<file path="src/rtl/slc3_br_pkg.sv">
// rtl/slc3_br_pkg.sv - shared types and constants for SLC-3 branch resolution
// Contents: branch FSM state enum, NZP bit indices, one-hot cc codes,
//           and a helper that tells whether a cc value is one-hot.
package slc3_br_pkg;

    typedef enum logic [1:0] {
        IDLE = 2'd0,
        WAIT = 2'd1,
        EVAL = 2'd2,
        RESP = 2'd3
    } br_state_e;

    localparam int N_BIT = 2;
    localparam int Z_BIT = 1;
    localparam int P_BIT = 0;

    localparam logic [2:0] CC_N = 3'(1 << N_BIT);
    localparam logic [2:0] CC_Z = 3'(1 << Z_BIT);
    localparam logic [2:0] CC_P = 3'(1 << P_BIT);

    function automatic logic cc_is_onehot(input logic [2:0] c);
        return (c == CC_N) || (c == CC_Z) || (c == CC_P);
    endfunction

endpackage

</file>
<file path="src/rtl/sat_counter.sv">
// rtl/sat_counter.sv - up counter that holds at all-ones
// Ports: clk, reset (sync, active-high), inc (count enable), count[W-1:0].
module sat_counter #(
    parameter int W = 16
) (
    input  logic         clk,
    input  logic         reset,
    input  logic         inc,
    output logic [W-1:0] count
);

    always_ff @(posedge clk) begin
        if (reset) begin
            count <= '0;
        end else if (inc && (count != {W{1'b1}})) begin
            count <= count + W'(1);
        end
    end

endmodule

</file>
<file path="src/rtl/br_resolve_ctrl.sv">
// rtl/br_resolve_ctrl.sv - SLC-3 BR resolution controller with NZP load gating
// Ports: clk, reset (sync, active-high)
//        ld_cc_req -> ld_cc       : cc register load enable pass-through
//        cc[2:0]                  : NZP register value {n,z,p}
//        br_valid/br_ready        : branch request handshake
//        br_mask[2:0], br_target  : captured on accept
//        br_done, br_taken, pc_ld, pc_next, cc_err : decision to control FSM
//        br_cnt, taken_cnt        : saturating statistics
module br_resolve_ctrl
    import slc3_br_pkg::*;
#(
    parameter int CNT_W = 16
) (
    input  logic             clk,
    input  logic             reset,
    input  logic             ld_cc_req,
    output logic             ld_cc,
    input  logic [2:0]       cc,
    input  logic             br_valid,
    output logic             br_ready,
    input  logic [2:0]       br_mask,
    input  logic [15:0]      br_target,
    output logic             br_done,
    output logic             br_taken,
    output logic             pc_ld,
    output logic [15:0]      pc_next,
    output logic             cc_err,
    output logic [CNT_W-1:0] br_cnt,
    output logic [CNT_W-1:0] taken_cnt
);

    br_state_e   state;
    br_state_e   state_next;
    logic [2:0]  mask_q;
    logic [15:0] pc_q;
    logic        taken_q;
    logic        err_q;
    logic        accept;

    // The cc register is never stalled by branch resolution.
    assign ld_cc = ld_cc_req & ~reset;

    always_comb begin
        state_next = state;
        br_ready   = 1'b0;
        br_done    = 1'b0;
        accept     = 1'b0;
        case (state)
            IDLE: begin
                br_ready = 1'b1;
                if (br_valid) begin
                    accept = 1'b1;
                    // A cc write landing on this edge makes cc stale for one more cycle.
                    state_next = ld_cc_req ? WAIT : EVAL;
                end
            end
            WAIT: begin
                if (!ld_cc_req) begin
                    state_next = EVAL;
                end
            end
            EVAL: begin
                state_next = RESP;
            end
            RESP: begin
                br_done    = 1'b1;
                state_next = IDLE;
            end
            default: begin
                state_next = IDLE;
            end
        endcase
    end

    always_ff @(posedge clk) begin
        if (reset) begin
            state   <= IDLE;
            mask_q  <= 3'b000;
            pc_q    <= 16'h0000;
            taken_q <= 1'b0;
            err_q   <= 1'b0;
        end else begin
            state <= state_next;
            if (accept) begin
                mask_q <= br_mask;
                pc_q   <= br_target;
            end
            if (state == EVAL) begin
                taken_q <= |(mask_q & cc);
                err_q   <= ~cc_is_onehot(cc);
            end
        end
    end

    assign br_taken = br_done & taken_q;
    assign pc_ld    = br_done & taken_q;
    assign cc_err   = br_done & err_q;
    assign pc_next  = pc_q;

    sat_counter #(.W(CNT_W)) u_br_cnt (
        .clk   (clk),
        .reset (reset),
        .inc   (br_done),
        .count (br_cnt)
    );

    sat_counter #(.W(CNT_W)) u_taken_cnt (
        .clk   (clk),
        .reset (reset),
        .inc   (pc_ld),
        .count (taken_cnt)
    );

endmodule

</file>
<file path="config.mk">
export PLATFORM = sky130hd
export DESIGN_NAME = br_resolve_ctrl
export DESIGN_NICKNAME = d
export VERILOG_FILES = /design/src/rtl/slc3_br_pkg.sv /design/src/rtl/sat_counter.sv /design/src/rtl/br_resolve_ctrl.sv
export SDC_FILE = /design/constraint.sdc
export NUM_CORES = 1
export LEC_CHECK = 0
export BUFFER_PORTS_ARGS = -buffer_cell sky130_fd_sc_hd__buf_2
export CORE_ASPECT_RATIO = 1.4
export CORE_MARGIN = 4
export CORE_UTILIZATION = 51
export DETAILED_ROUTE_END_ITERATION = 10
export PLACE_DENSITY_LB_ADDON = 0.12
export RECOVER_POWER = 50
export SYNTH_ARGS = -nofsm -noshare
export SYNTH_HDL_FRONTEND = slang
export SYNTH_SLANG_ARGS = --single-unit
export TNS_END_PERCENT = 50
</file>
<file path="constraint.sdc">
create_clock -name clk -period 2.3 [get_ports clk]
set_input_delay 0 -clock clk [delete_from_list [all_inputs] [get_ports clk]]
set_output_delay 0 -clock clk [all_outputs]
set_load 0.01 [all_outputs]
</file>
==> results.md <==
* Sequential area share after synthesis at 0.422
* Ys flop type: dfxtp_1
* P&R area growth vs syn at 24.7%
* Die footprint at 6340 um^2
* Fill cell count at 460
* RD Place Congestion at 0.769
* Post-detail-place hpwl at 4620 um
* DR vias at 2596
* Commonest non-fill, non-tap cells in the layout: dfxtp_1 (55), nand2_1 (52), clkbuf_1 (52)
* HP Class: in2reg
* CTS tree: yes
* Row cnt at 30
* Largest net degree at the start of global routing at 37
* Setup TNS at 0 ns
* GRT Util Overall at 0.215
* Layout Skew at 0.00728 ns
* Post-route ant nets at 0
* Chip width at 68.4 um
* Nets at 434
* Hold path depth at 3
* Slew Viols, Final at 37
* Post-synth EDFFs at 0
* Library cells used by synthesis at 49
* Drt wl/cell at 13.9 um
* Worst EP arrival at 2.23 ns
* Failing checks: capacitance limit, slew limit
* Post-Syn Nets at 341
* R2r worst-path depth at 5
* Final Cycle Share at 0.883
* Crit. End Element: flip-flop
* Vias per cell at 5.56
* Initial antenna violation count at 0
* Max_cap viols at 1
* IO buf count at 79
* Crit-path max FO at 6
* Commonest non-fill, non-tap cell in the layout: dfxtp_1
* Status: finished with violations
* Final instance area at 3250 um^2
* Tmin final at 2.03 ns
* Synthesized area at 2610 um^2
* Number of global-route vias before repair at 2438
* Global-route wire length before repair at 10700 um
* Ports at 80
* Syn avg cell area at 8.44 um^2
* RSZ-0062 raised after global routing: false
* Startpoint class of the critical path: flip-flop
* ANT cells at 0
* Initial Util at 0.531
* Crit path kind: reg2reg
* Leakage power at 0.00120 uW
* Gate Count Post-Synth at 309
* Root Driver: clkbuf_8
* Gr ovfl total at 0
* Rel. slew slack at -0.0612
* Async set-reset flop share out of synthesis at 0
* Pin slew with the least headroom to its limit at 1.59 ns
* Share of cells above drive strength 1 at 0.139
* Worst Path Required at 2.50 ns
* #FFs+latches synth at 55
* First-pass DRT Iterations at 4
* Post-placement cell area at 3040 um^2
* DRC at 0
* Clock slew at reported path FFs at 0.10 ns
* Die height at 92.6 um
* Power Density at 659 nW/um^2
* # setup viols final at 0
* CTS Sinks at 55
* DRT iter0 DRCs at 107
* Maximum VDD drop at 0.529 mV
* CTS buffer count at 5
* YS warnings at 0
* Core Box Area at 4920 um^2
* Max Clk Rate at 0.492 GHz
* Max clock buf depth at 2
* Final hold violations at 0
* PostCTS Resize Cnt at 0
* Clock latency at the later pin of the worst-skew pair at 0.31 ns
* Drt total wl at 6510 um
* Htree depth at 2
[cell usage after synthesis (all sizes together), types with 2 or more instances]
cell type | count | area (um^2)
nor2b | 8 | 50.1
nor4 | 4 | 31.3
and2 | 3 | 18.8
o41ai | 3 | 26.3
mux2i | 4 | 40.0
or4 | 6 | 45.0
buf | 7 | 37.5
and4 | 8 | 73.8
nand3 | 13 | 70.1
nor3 | 7 | 40.0
inv | 6 | 22.5
a311oi | 2 | 17.5
o21ai | 7 | 35.0
or3 | 3 | 18.8
o311a | 3 | 31.3
nor2 | 25 | 93.8
nand2 | 52 | 195
a21oi | 31 | 155
ha | 6 | 75.1
dfxtp | 55 | 1100
xnor2 | 2 | 17.5
o31ai | 4 | 30.0
xor2 | 3 | 26.3
a31oi | 5 | 31.3
clkbuf | 9 | 35.0
nand4 | 11 | 87.6
mux2 | 7 | 78.8
a211oi | 4 | 30.0
[metrics by stage]
stage	power [uW]	utilization	setup slack [ns]	cells	hold WS (ns)
after floorplan	1460	-	0.360	309	0.108
after global placement	1610	0.619	0.339	440	0.240
after detailed placement	1630	0.619	0.293	440	0.247
after CTS	2190	0.675	0.269	467	0.0505
after global routing	2270	0.662	0.0882	467	0.0662
final	2140	0.662	0.268	467	0.0617
[final cells by class]
| cell class | count | area [um^2] | share of cell area |
|---|---|---|---|
| clock buffers | 6 | 72.6 | 0.0223 |
| clock inverters | 2 | 12.5 | 0.00385 |
| repair buffers | 102 | 552 | 0.170 |
| inverters | 6 | 22.5 | 0.00692 |
| multi-input cells | 232 | 1410 | 0.434 |
| flip-flops and latches | 55 | 1100 | 0.338 |
| well taps | 64 | 80.1 | 0.0246 |
[repair_timing]
item                                    in CTS  in global routing
endpoints found under the setup margin       0                  0
hold buffers                                19                  0
setup buffers                                0                  0
hold endpoints to repair                    19                  0
[cell families after synthesis]
| logic type | share of synthesized area |
|---|---|
| simple gates | 0.283 |
| xor+xnor | 0.0168 |
| fa+ha+maj | 0.0288 |
| buf+inv | 0.0364 |
| compound gates | 0.168 |
| flops | 0.422 |
| mux | 0.0456 |
[flip-flops by register name, indices dropped and copies added, names as in the netlist]
name,cells
mask_q,3
pc_next,16
u_taken_cnt.count,16
state,2
err_q,1
u_br_cnt.count,16
taken_q,1
[power by group]
| group | internal, uW | leakage [uW] | switching [uW] |
|---|---|---|---|
| clock | 214 | 0.0000412 | 310 |
| combinational | 200 | 0.000716 | 314 |
| sequential | 1040 | 0.000446 | 62.8 |
| total | 1460 | 0.00120 | 686 |
[worst paths after layout]
path	start	endpoint	slack, ns
max	u_br_cnt.count[0]$_SDFFE_PP0P_	u_br_cnt.count[5]$_SDFFE_PP0P_	0.27
min	ld_cc_req	state[0]$_SDFFE_PP0P_	0.06
max reg2reg	u_br_cnt.count[0]$_SDFFE_PP0P_	u_br_cnt.count[5]$_SDFFE_PP0P_	0.27
min reg2reg	pc_next[13]$_SDFFE_PP0P_	pc_next[13]$_SDFFE_PP0P_	0.46
[critical path: stages (launching register included)]
cell and delay (ns):
dfxtp_1 0.42, ha_1 0.24, nand3_1 0.15, or4_1 0.65, nand3_1 0.14, mux2_2 0.33
[metal layers]
| metal | part of all wire | up-vias | wire, um | track usage |
|---|---|---|---|---|
| li1 | - | 1312 | - | - |
| met2 | 0.52 | 59 | 3400 | 0.386 |
| met4 | 0.019 | 0 | 127 | 0.0862 |
| met5 | 0 | - | 0 | 0 |
| met3 | 0.055 | 9 | 358 | 0.0546 |
| met1 | 0.40 | 1216 | 2630 | 0.229 |
(Power assumes the default switching activity.)
